### config.mk
export PLATFORM = sky130hd
export DESIGN_NAME = uart_file_loader
export DESIGN_NICKNAME = d
export VERILOG_FILES = /design/src/rtl/uart_file_loader_pkg.sv /design/src/rtl/uart_file_loader_reg_master.sv /design/src/rtl/uart_file_loader.sv
export SDC_FILE = /design/constraint.sdc
export NUM_CORES = 1
export LEC_CHECK = 0
export ABC_AREA = 0
export CAP_MARGIN = 20
export CORE_ASPECT_RATIO = 1.75
export CORE_MARGIN = 2
export CORE_UTILIZATION = 41
export CTS_CLUSTER_SIZE = 14
export DETAILED_ROUTE_END_ITERATION = 8
export PLACE_DENSITY = 0.77
export SETUP_SLACK_MARGIN = 0.05
export SLEW_MARGIN = 20
export SYNTH_ARGS = -nofsm -noshare
export SYNTH_HDL_FRONTEND = slang
export SYNTH_SLANG_ARGS = --single-unit
### constraint.sdc
create_clock -name clk_i -period 2.6 [get_ports clk_i]
set_input_delay 0.52 -clock clk_i [delete_from_list [all_inputs] [get_ports clk_i]]
set_output_delay 0.52 -clock clk_i [all_outputs]
set_load 0.05 [all_outputs]
### src/rtl/uart_file_loader_pkg.sv
// rtl/uart_file_loader_pkg.sv - UART register map, loader FSM states and byte-lane helper
package uart_file_loader_pkg;

    localparam logic [2:0] UART_WRITE_WAIT = 3'd0;
    localparam logic [2:0] UART_DIV_REG    = 3'd1;
    localparam logic [2:0] UART_DATA       = 3'd2;
    localparam logic [2:0] UART_SOFT_RESET = 3'd3;
    localparam logic [2:0] UART_READ_VALID = 3'd4;
    localparam logic [2:0] UART_RXEN       = 3'd5;

    typedef enum logic [3:0] {
        S_CFG_RST1,
        S_CFG_RST0,
        S_CFG_DIV,
        S_CFG_RXEN,
        S_IDLE,
        S_TX_POLL,
        S_TX_WR,
        S_RX_POLL,
        S_RX_READ,
        S_MEM_WR,
        S_DONE,
        S_ERR
    } state_e;

    function automatic logic [31:0] insert_lane(input logic [31:0] word, input logic [1:0] lane,
                                                input logic [7:0] data);
        logic [31:0] res;
        res = word;
        res[8*lane +: 8] = data;
        return res;
    endfunction

endpackage

### src/rtl/uart_file_loader_reg_master.sv
// rtl/uart_file_loader_reg_master.sv - single-access UART register bus handshake
module uart_reg_master (
    input  logic        clk_i,
    input  logic        rst_i,
    input  logic        req_i,
    input  logic        we_i,
    input  logic [2:0]  addr_i,
    input  logic [31:0] wdata_i,
    output logic        ack_o,
    output logic [31:0] rdata_o,
    output logic        uart_sel_o,
    output logic [2:0]  uart_addr_o,
    output logic        uart_write_o,
    output logic        uart_read_o,
    output logic [31:0] uart_wdata_o,
    input  logic [31:0] uart_rdata_i,
    input  logic        uart_ready_i
);

    logic        sel_q;
    logic        we_q;
    logic [2:0]  addr_q;
    logic [31:0] wdata_q;

    // A new request is only latched while no access is open, so the cycle after
    // an ack always shows the strobes low.
    always_ff @(posedge clk_i) begin
        if (rst_i) begin
            sel_q   <= 1'b0;
            we_q    <= 1'b0;
            addr_q  <= '0;
            wdata_q <= '0;
        end else if (sel_q) begin
            if (uart_ready_i) begin
                sel_q   <= 1'b0;
                we_q    <= 1'b0;
                addr_q  <= '0;
                wdata_q <= '0;
            end
        end else if (req_i) begin
            sel_q   <= 1'b1;
            we_q    <= we_i;
            addr_q  <= addr_i;
            wdata_q <= wdata_i;
        end
    end

    assign ack_o        = sel_q & uart_ready_i;
    assign rdata_o      = uart_rdata_i;
    assign uart_sel_o   = sel_q;
    assign uart_addr_o  = addr_q;
    assign uart_write_o = sel_q & we_q;
    assign uart_read_o  = sel_q & ~we_q;
    assign uart_wdata_o = wdata_q;

endmodule

### src/rtl/uart_file_loader.sv
// rtl/uart_file_loader.sv - UART file receiver writing packed payload words to memory
module uart_file_loader
    import uart_file_loader_pkg::*;
#(
    parameter int          ADDR_W   = 32,
    parameter logic [31:0] UART_DIV = 32'd868,
    parameter logic [ADDR_W-1:0] MEM_BASE = '0,
    parameter logic [31:0] MAX_SIZE = 32'd16777216,
    parameter logic [7:0]  REQ_CHAR = 8'h02
) (
    input  logic              clk_i,
    input  logic              rst_i,
    input  logic              start_i,
    output logic              busy_o,
    output logic              done_o,
    output logic              error_o,
    output logic [31:0]       file_size_o,
    output logic              uart_sel_o,
    output logic [2:0]        uart_addr_o,
    output logic              uart_write_o,
    output logic              uart_read_o,
    output logic [31:0]       uart_wdata_o,
    input  logic [31:0]       uart_rdata_i,
    input  logic              uart_ready_i,
    output logic              mem_valid_o,
    output logic [ADDR_W-1:0] mem_addr_o,
    output logic [31:0]       mem_wdata_o,
    output logic [3:0]        mem_wstrb_o,
    input  logic              mem_ready_i
);

    state_e              state_q, state_d;
    logic                error_q, error_d;
    logic                data_phase_q, data_phase_d;
    logic [31:0]         file_size_q, file_size_d;
    logic [31:0]         byte_cnt_q, byte_cnt_d;
    logic [ADDR_W-3:0]   word_cnt_q, word_cnt_d;
    logic [31:0]         word_q, word_d;

    logic                req, we, ack;
    logic [2:0]          addr;
    logic [31:0]         wdata, rdata;
    logic [7:0]          rx_byte;
    logic [31:0]         size_new;

    uart_reg_master u_reg_master (
        .clk_i        (clk_i),
        .rst_i        (rst_i),
        .req_i        (req),
        .we_i         (we),
        .addr_i       (addr),
        .wdata_i      (wdata),
        .ack_o        (ack),
        .rdata_o      (rdata),
        .uart_sel_o   (uart_sel_o),
        .uart_addr_o  (uart_addr_o),
        .uart_write_o (uart_write_o),
        .uart_read_o  (uart_read_o),
        .uart_wdata_o (uart_wdata_o),
        .uart_rdata_i (uart_rdata_i),
        .uart_ready_i (uart_ready_i)
    );

    always_ff @(posedge clk_i) begin
        if (rst_i) begin
            state_q      <= S_CFG_RST1;
            error_q      <= 1'b0;
            data_phase_q <= 1'b0;
            file_size_q  <= '0;
            byte_cnt_q   <= '0;
            word_cnt_q   <= '0;
            word_q       <= '0;
        end else begin
            state_q      <= state_d;
            error_q      <= error_d;
            data_phase_q <= data_phase_d;
            file_size_q  <= file_size_d;
            byte_cnt_q   <= byte_cnt_d;
            word_cnt_q   <= word_cnt_d;
            word_q       <= word_d;
        end
    end

    assign rx_byte  = rdata[7:0];
    assign size_new = insert_lane(file_size_q, byte_cnt_q[1:0], rx_byte);

    always_comb begin
        state_d      = state_q;
        error_d      = error_q;
        data_phase_d = data_phase_q;
        file_size_d  = file_size_q;
        byte_cnt_d   = byte_cnt_q;
        word_cnt_d   = word_cnt_q;
        word_d       = word_q;
        req          = 1'b0;
        we           = 1'b0;
        addr         = '0;
        wdata        = '0;
        case (state_q)
            S_CFG_RST1: begin
                req = 1'b1; we = 1'b1; addr = UART_SOFT_RESET; wdata = 32'd1;
                if (ack) state_d = S_CFG_RST0;
            end
            S_CFG_RST0: begin
                req = 1'b1; we = 1'b1; addr = UART_SOFT_RESET; wdata = 32'd0;
                if (ack) state_d = S_CFG_DIV;
            end
            S_CFG_DIV: begin
                req = 1'b1; we = 1'b1; addr = UART_DIV_REG; wdata = UART_DIV;
                if (ack) state_d = S_CFG_RXEN;
            end
            S_CFG_RXEN: begin
                req = 1'b1; we = 1'b1; addr = UART_RXEN; wdata = 32'd1;
                if (ack) state_d = S_IDLE;
            end
            S_IDLE: begin
                if (start_i) begin
                    error_d      = 1'b0;
                    data_phase_d = 1'b0;
                    file_size_d  = '0;
                    byte_cnt_d   = '0;
                    word_cnt_d   = '0;
                    word_d       = '0;
                    state_d      = S_TX_POLL;
                end
            end
            S_TX_POLL: begin
                req = 1'b1; addr = UART_WRITE_WAIT;
                if (ack && rdata == '0) state_d = S_TX_WR;
            end
            S_TX_WR: begin
                req = 1'b1; we = 1'b1; addr = UART_DATA; wdata = {24'd0, REQ_CHAR};
                if (ack) state_d = S_RX_POLL;
            end
            S_RX_POLL: begin
                req = 1'b1; addr = UART_READ_VALID;
                if (ack && rdata != '0) state_d = S_RX_READ;
            end
            S_RX_READ: begin
                req = 1'b1; addr = UART_DATA;
                if (ack) begin
                    if (!data_phase_q) begin
                        // Header bytes reuse byte_cnt as the size-lane index.
                        file_size_d = size_new;
                        if (byte_cnt_q[1:0] == 2'd3) begin
                            byte_cnt_d = '0;
                            if (size_new == '0 || size_new > MAX_SIZE) begin
                                error_d = 1'b1;
                                state_d = S_ERR;
                            end else begin
                                data_phase_d = 1'b1;
                                state_d      = S_RX_POLL;
                            end
                        end else begin
                            byte_cnt_d = byte_cnt_q + 32'd1;
                            state_d    = S_RX_POLL;
                        end
                    end else begin
                        word_d     = insert_lane(word_q, byte_cnt_q[1:0], rx_byte);
                        byte_cnt_d = byte_cnt_q + 32'd1;
                        if (byte_cnt_q[1:0] == 2'd3 || byte_cnt_d == file_size_q)
                            state_d = S_MEM_WR;
                        else
                            state_d = S_RX_POLL;
                    end
                end
            end
            S_MEM_WR: begin
                if (mem_ready_i) begin
                    word_cnt_d = word_cnt_q + (ADDR_W-2)'(1);
                    word_d     = '0;
                    state_d    = (byte_cnt_q == file_size_q) ? S_DONE : S_RX_POLL;
                end
            end
            S_DONE:  state_d = S_IDLE;
            S_ERR:   state_d = S_IDLE;
            default: state_d = S_CFG_RST1;
        endcase
    end

    assign busy_o      = (state_q == S_TX_POLL) || (state_q == S_TX_WR) || (state_q == S_RX_POLL) ||
                         (state_q == S_RX_READ) || (state_q == S_MEM_WR);
    assign done_o      = (state_q == S_DONE);
    assign error_o     = error_q;
    assign file_size_o = file_size_q;
    assign mem_valid_o = (state_q == S_MEM_WR);
    assign mem_addr_o  = MEM_BASE + {word_cnt_q, 2'b00};
    assign mem_wdata_o = word_q;
    assign mem_wstrb_o = 4'hF;

endmodule

; ---- Yosys cells after proc, flatten, opt, wreduce, memory -nomap -nowiden
; Cells that the tools add are included.
[totals]
regBits = 169
input_bits = 37
output_inout_bits = 142
word_cells = 139
[op_classes]
add_sub_neg = 3
order_cmp = 1
n_eq_ne = 29
shift = 2
mux = 60
n_bitwise = 4
n_reduce_logical = 29
[op_table]
columns = op, n
row1 = $mux W32, 12
row2 = $pmux W32 S2, 2
row3 = $pmux W32 S3, 1
row4 = $bwmux W32, 2
row5 = $eq A32 B32 Y1, 2
row6 = $logic_not A32 Y1, 2
row7 = $mux W30, 2
row8 = $mux W4, 15
row9 = $pmux W30 S2, 1
row10 = $pmux W4 S11, 1
row11 = $neg A5 Y34, 1
row12 = $shift A8 B34 Y32 const A, 1
row13 = $shiftx A8 B34 Y32, 1
row14 = $add A32 B1 Y32 const B, 1
row15 = $gt A32 B25 Y1 const B, 1
row16 = $reduce_bool A32 Y1, 1
row17 = $add A30 B1 Y30 const B, 1
row18 = $pmux W10 S3, 1
row19 = $ne A2 B2 Y1 const B, 14
row20 = $mux W1, 17
row21 = $eq A4 B3 Y1 const B, 4
row22 = $eq A4 B4 Y1 const B, 4
row23 = $pmux W3 S5, 1
row24 = $reduce_and A10 Y1, 1
row25 = 21 further kinds, 39

; ---- Depth between registers and ports, before layout
[logic_depth]
ltp_word = 10
ltp_mapped = 12
mapped_depth_nobuf = 10

; ---- Hierarchy
; A second synthesis with hierarchy kept.
[hier_totals]
cells_unflattened = 1125
hier_area_um2 = 9261.4
[by_module_without_submodules]
columns = module, n_inst, cells_per_inst, area_each_um2, seq_area_each_um2
row1 = uart_file_loader, 1, 926, 7234.4, 2642.5
row2 = uart_reg_master, 1, 199, 2026.9, 740.7

; ---- Least setup slack after synthesis
; OpenSTA, ideal clock, no wires.
[synth_path]
path_type = reg-to-reg
from = reg state_q[0]
to = reg data_phase_q
setup_time_ps = 115
arrival_time_ps = 2914
required_ps = 2485
path_slack_ps = -429
stages_incl_launch_ff = 9
n_path_buf = 2
synth_period_minus_slack_ps = 3029
cell_sequence = dfxtp_1 -> buf_2 -> inv_1 -> nor3_1 -> nor2b_1 -> a21oi_1 -> clkbuf_1 -> nor3_1 -> o21ba_2
[synth_via]
elab_chain_cells = 3
elab_cells_between_ends = 7
cone_classes = eq/ne: 4 / mux: 1 / reduce/logical: 2
[synth_lines]
columns = item, line
row1 = start: declaration, uart_file_loader.sv:32  ; state_e state_q, state_d;
row2 = start signal: assignment, uart_file_loader.sv:74  ; state_q <= state_d;
row3 = $eq A4 B4 Y1 or $eq A4 B3 Y1 (tied branches), uart_file_loader.sv:99  ; case (state_q)
row4 = $ne A2 B2 Y1 (no source line) or $reduce_bool A2 Y1 (tied branches), --
row5 = $reduce_and A3 Y1 (no source line), --
row6 = end signal: assignment, uart_file_loader.sv:76  ; data_phase_q <= data_phase_d;
row7 = end: declaration, uart_file_loader.sv:34  ; logic data_phase_q, data_phase_d;
; Several ways; a longest one is shown, not always the timed one.
; A chain may end at the register's enable or synchronous reset.

; ---- Final worst setup path
[layout_path]
from = reg byte_cnt_q[0]
to = reg state_q[2]
[layout_via]
elab_chain_cells = 10
elab_cells_between_ends = 20
cone_classes = add/sub: 2 / order compare: 1 / eq/ne: 3 / shift: 2 / mux: 9 / reduce/logical: 3
[layout_lines]
columns = item, line
row1 = start: declaration, uart_file_loader.sv:36  ; logic [31:0] byte_cnt_q, byte_cnt_d;
row2 = start signal: assignment, uart_file_loader.sv:78  ; byte_cnt_q <= byte_cnt_d;
row3 = $neg A5 Y34, uart_file_loader_pkg.sv:30  ; res[8*lane +: 8] = data;
row4 = $shiftx A8 B34 Y32 or $shift A8 B34 Y32 (tied branches), uart_file_loader_pkg.sv:30
row5 = $bwmux W32, uart_file_loader_pkg.sv:30
row6 = $gt A32 B25 Y1 or $logic_not A32 Y1 (tied branches), uart_file_loader.sv:147  ; if (size_new == '0 || size_new > MAX_SIZE) begin
row7 = $logic_or A1 B1 Y1, uart_file_loader.sv:147
row8 = $mux W4, uart_file_loader.sv:147
row9 = $mux W4, uart_file_loader.sv:145  ; if (byte_cnt_q[1:0] == 2'd3) begin
row10 = $mux W4, uart_file_loader.sv:142  ; if (!data_phase_q) begin
row11 = $mux W4, uart_file_loader.sv:141  ; if (ack) begin
row12 = $pmux W4 S11 *, uart_file_loader.sv:99
; Every way passes the cells marked *; elsewhere a longest branch is shown, timed or not. The select of a mux whose other input is x is not followed.

==> results.yml <==
critical_path:
  cp_slowest_stage_delay_ns: 0.39
  critical_path.max_fanout: 4
  setup.worst_path.start_class: "register"
  cp_data_required_time_ns: 2.91
  reg2reg_from: "byte_cnt_q[0]"
  worst_path_most_repeated_cell: "sky130_fd_sc_hd__buf_6"
  crit_family: "compound AO/OA/AOI/OAI gates"
  timing.reg2reg.worst_path_depth: 11
  crit_path_top_delay_cell: "sky130_fd_sc_hd__a2111oi_4"
  path_class: "reg2reg"
  worst_r2r_endpoint: "state_q[2]"
  worst_setup_path_end_kind: "register"
  timing.critical_path.arrival_ns: 2.90
  critPathBufInv: 3
  timing.reg2reg.setup_slack_ns: 0.009
  setup.worst_path.start: "byte_cnt_q[0]"
  crit_chain: "buf_6 -> buf_6 -> nand4_4 -> buf_6 -> nor4_4 -> and3_1 -> o21ai_2 -> a211o_1 -> a2111oi_4 -> nand3_2 -> a22o_1"
route:
  drt-vias-per-instance: 5.67
  wirelength_mm: 28.2
  drc_marker_count_from_the_first_detailed_route_iteration: 604
  route.detailed.drc: 0
  drt_pass1_iterations: 6
  ant_nets: 0
  routed_wire_length_per_instance_um: 18.4
  via_count: 8668
logic_synthesis:
  synth.area.mux_share_pct: 0.634
  synth_compound_area_share_pct: 15.1
  post_synth_most_frequent_cells: "sky130_fd_sc_hd__dfxtp_1, sky130_fd_sc_hd__nor2_1, sky130_fd_sc_hd__nand2_1"
  post_synth_instance_area_um2: 8090
  ys_async_sr_fraction_pct: 0
  post_synth_xor_area_fraction_pct: 10.7
  synth-edff-count: 0
  synth_fa_ha_area_share_pct: 1.24
  synth.largest_area_cell: "sky130_fd_sc_hd__dfxtp_1"
  yosys_register_bits: 140
  synthesis.instances: 1006
  synth_simple_gate_area_share_pct: 29.3
  synth_top_family_by_area: "simple AND/OR/NAND/NOR gates"
  yosysSeqAreaShare_pct: 34.6
  ys.flop_type: "sky130_fd_sc_hd__dfxtp_1"
  post_synth.cell_area_avg_um2: 8.05
  yosysWarnings: 0
  post_synth_num_cell_types: 84
  synth_top_area_share_pct: 34.6
  netlist_top_cells_area: "sky130_fd_sc_hd__dfxtp_1, sky130_fd_sc_hd__nor2_1, sky130_fd_sc_hd__xnor2_1"
  library_cell_with_the_highest_instance_count_after_synthesis: "sky130_fd_sc_hd__dfxtp_1"
layout:
  area_growth_syn_to_layout_pct: 42.3
  final_area_um2: 11500
  layout.nets: 1318
  antenna_cells: 0
  drive_above_1_share_pct: 21.0
worst_hold_path:
  holdCritPathClass: "reg2reg"
  holdPathEnd: "mem_wdata_o[10]"
  holdPathStages: 2
  worstHoldStart: "mem_wdata_o[10]"
clock_network:
  cts_num_sinks: 140
  tritoncts_clock_tree: "done"
  cts.clk_slew.worst_paths_ns: 0.06
  numCtsBuffers: 17
  htree_levels: 4
  clkLatencyLatePin_ns: 0.42
  clock_tree.root_cell: "sky130_fd_sc_hd__clkbuf_16"
  cts_max_path_buffers: 2
floorplan:
  die-height_um: 190
  rows: 68
  initial_core_util_pct: 41.4
  design.die.area_um2: 20900
  die_w_um: 110
  core_area_um2: 19600
  design.portCount: 179
global_routing:
  grt_start_max_net_pins: 50
  grt_first_pass_wirelength_mm: 43.6
  grt_remaining_overflow: 0
  total_routing_usage_reported_by_global_routing_pct: 27.0
  via_count_of_the_first_global_routing_pass: 8423
  number_of_antenna_violations_at_the_first_check_in_global_routing: 0
power:
  p_leak_nw: 4.29
  power.density_nw_per_um2: 423
  total_power_consumption_of_the_routed_design_mw: 4.87
  vdd_drop_max_v: 0.000362
timing:
  max_clock_freq_ghz: 0.386
  fin_tns_setup_ns: 0
  worst_clock_skew_ns: 0.0105
  fin_crit_sh_pct: 99.7
  finalMaxSlewViolations: 0
  timing.max_slew.rel_slack_pct: 59.9
  grt_setup_unrepaired: "true"
  fin_ws_ns: 0.00867
  setup_viol: 0
  hold_violations: 0
  fin_crit_ns: 2.59
  tightest_slew_ns: 0.602
place:
  preCtsSetupSlack_ns: -0.452
  place_congestion: 0.971
  buffer_ports.inserted: 147
  place.detailed.hpwl_mm: 21.4
  placed_cell_area_um2: 10600
flow_run:
  drv.max_cap_violation_count: 0
run_status:
  outcome: "finished clean"
-- state kept, by name, indices dropped and copies added (netlist names) --
name / count
byte_cnt_q: 32
file_size_o: 32
mem_wdata_o: 32
word_cnt_q: 30
state_q: 4
u_reg_master.uart_addr_o: 3
u_reg_master.uart_wdata_o: 3
data_phase_q: 1
error_o: 1
u_reg_master.uart_sel_o: 1
u_reg_master.we_q: 1
-- logic make-up after synthesis --
family	Yosys count
and+or+nand+nor	454
buffers and inverters	110
adders and majority gates	8
AOI/OAI and AO/OA	188
xor gates and xnor gates	99
DFF	140
muxes	5
other	2
-- worst min-delay path, stage by stage, from the launching register on --
cell,delay [ns]
sky130_fd_sc_hd__dfxtp_1,0.30
sky130_fd_sc_hd__nand2_1,0.05
sky130_fd_sc_hd__a21oi_1,0.05
-- final cells by class --
cell class                      instances  area (um2)
Multi-Input combinational cell        785        4980
Fill cell                            1768        8050
Clock inverter                         11        96.3
Inverter                               13        53.8
Clock buffer                           20         447
Tap cell                              245         307
Timing Repair Buffer                  316        2820
Sequential cell                       140        2810
-- worst max path at each step --
stage | end | slack [ns] | depth (start not counted)
3_3_place_gp | state_q[2] | -0.45 | 9
6_report | state_q[2] | 0.009 | 11
2_1_floorplan | state_q[2] | 0.02 | 9
3_5_place_dp | state_q[2] | -0.45 | 9
4_1_cts | state_q[3] | 0.02 | 12
5_1_grt | state_q[3] | -0.11 | 12
-- placed cells by master, fill, tap and decap left out, types with 5 or more instances in the layout --
master / count
sky130_fd_sc_hd__o21ai_0: 19
sky130_fd_sc_hd__buf_4: 159
sky130_fd_sc_hd__clkinv_2: 5
sky130_fd_sc_hd__clkbuf_16: 17
sky130_fd_sc_hd__o21ai_1: 13
sky130_fd_sc_hd__and2_1: 5
sky130_fd_sc_hd__nand4_1: 33
sky130_fd_sc_hd__a31oi_1: 9
sky130_fd_sc_hd__nor3_2: 7
sky130_fd_sc_hd__nor3_1: 18
sky130_fd_sc_hd__nand2b_1: 8
sky130_fd_sc_hd__or3_1: 15
sky130_fd_sc_hd__and4_1: 8
sky130_fd_sc_hd__buf_12: 5
sky130_fd_sc_hd__a21oi_1: 71
sky130_fd_sc_hd__dfxtp_1: 135
sky130_fd_sc_hd__inv_1: 11
sky130_fd_sc_hd__clkdlybuf4s50_1: 141
sky130_fd_sc_hd__nand2_1: 85
sky130_fd_sc_hd__xnor2_1: 53
sky130_fd_sc_hd__nand4b_1: 5
sky130_fd_sc_hd__nor4_1: 16
sky130_fd_sc_hd__nand3_1: 58
sky130_fd_sc_hd__xor2_1: 45
sky130_fd_sc_hd__nor4_2: 6
sky130_fd_sc_hd__a22oi_1: 27
sky130_fd_sc_hd__o211ai_1: 5
sky130_fd_sc_hd__and3_1: 8
sky130_fd_sc_hd__nor2_1: 133
sky130_fd_sc_hd__nor2b_1: 11
sky130_fd_sc_hd__buf_6: 7
sky130_fd_sc_hd__conb_1: 31
-- metrics by stage --
| step | util, % | hold slack (ns) | cells |
|---|---|---|---|
| final | 58.9 | 0.448 | 1530 |
| after global routing | 58.9 | 0.472 | 1530 |
| after CTS | 58.2 | 0.451 | 1528 |
| after detailed placement | 54.2 | 0.441 | 1486 |
| after global placement | 54.2 | 0.439 | 1486 |
| after floorplan | - | 0.472 | 1035 |
-- power by group --
| group | internal, mW | switching [mW] |
|---|---|---|
| Clock | 1.33 | 0.953 |
| Combinational | 0.137 | 0.285 |
| Sequential | 2.16 | 0.00925 |
-- timing repair --
| action | CTS | global route |
|---|---|---|
| gates resized for setup | 34 | 23 |
| hold buffers | 0 | 0 |
| buffers inserted | 11 | 3 |
| endpoints found under the setup margin | 5 | 16 |
| cloned | 0 | 0 |
| pin swaps | 19 | 15 |
-- routing by layer --
layer  GRT usage (%)  wire length (um)  vias to the layer above
li1                -                 -                     4050
met1            29.1             10200                     4103
met2            47.5             14700                      406
met3            3.80              1400                      109
met4            18.1              1850                        0
met5               0                 0                        -
No activity file was read; power rests on OpenSTA's default activity.
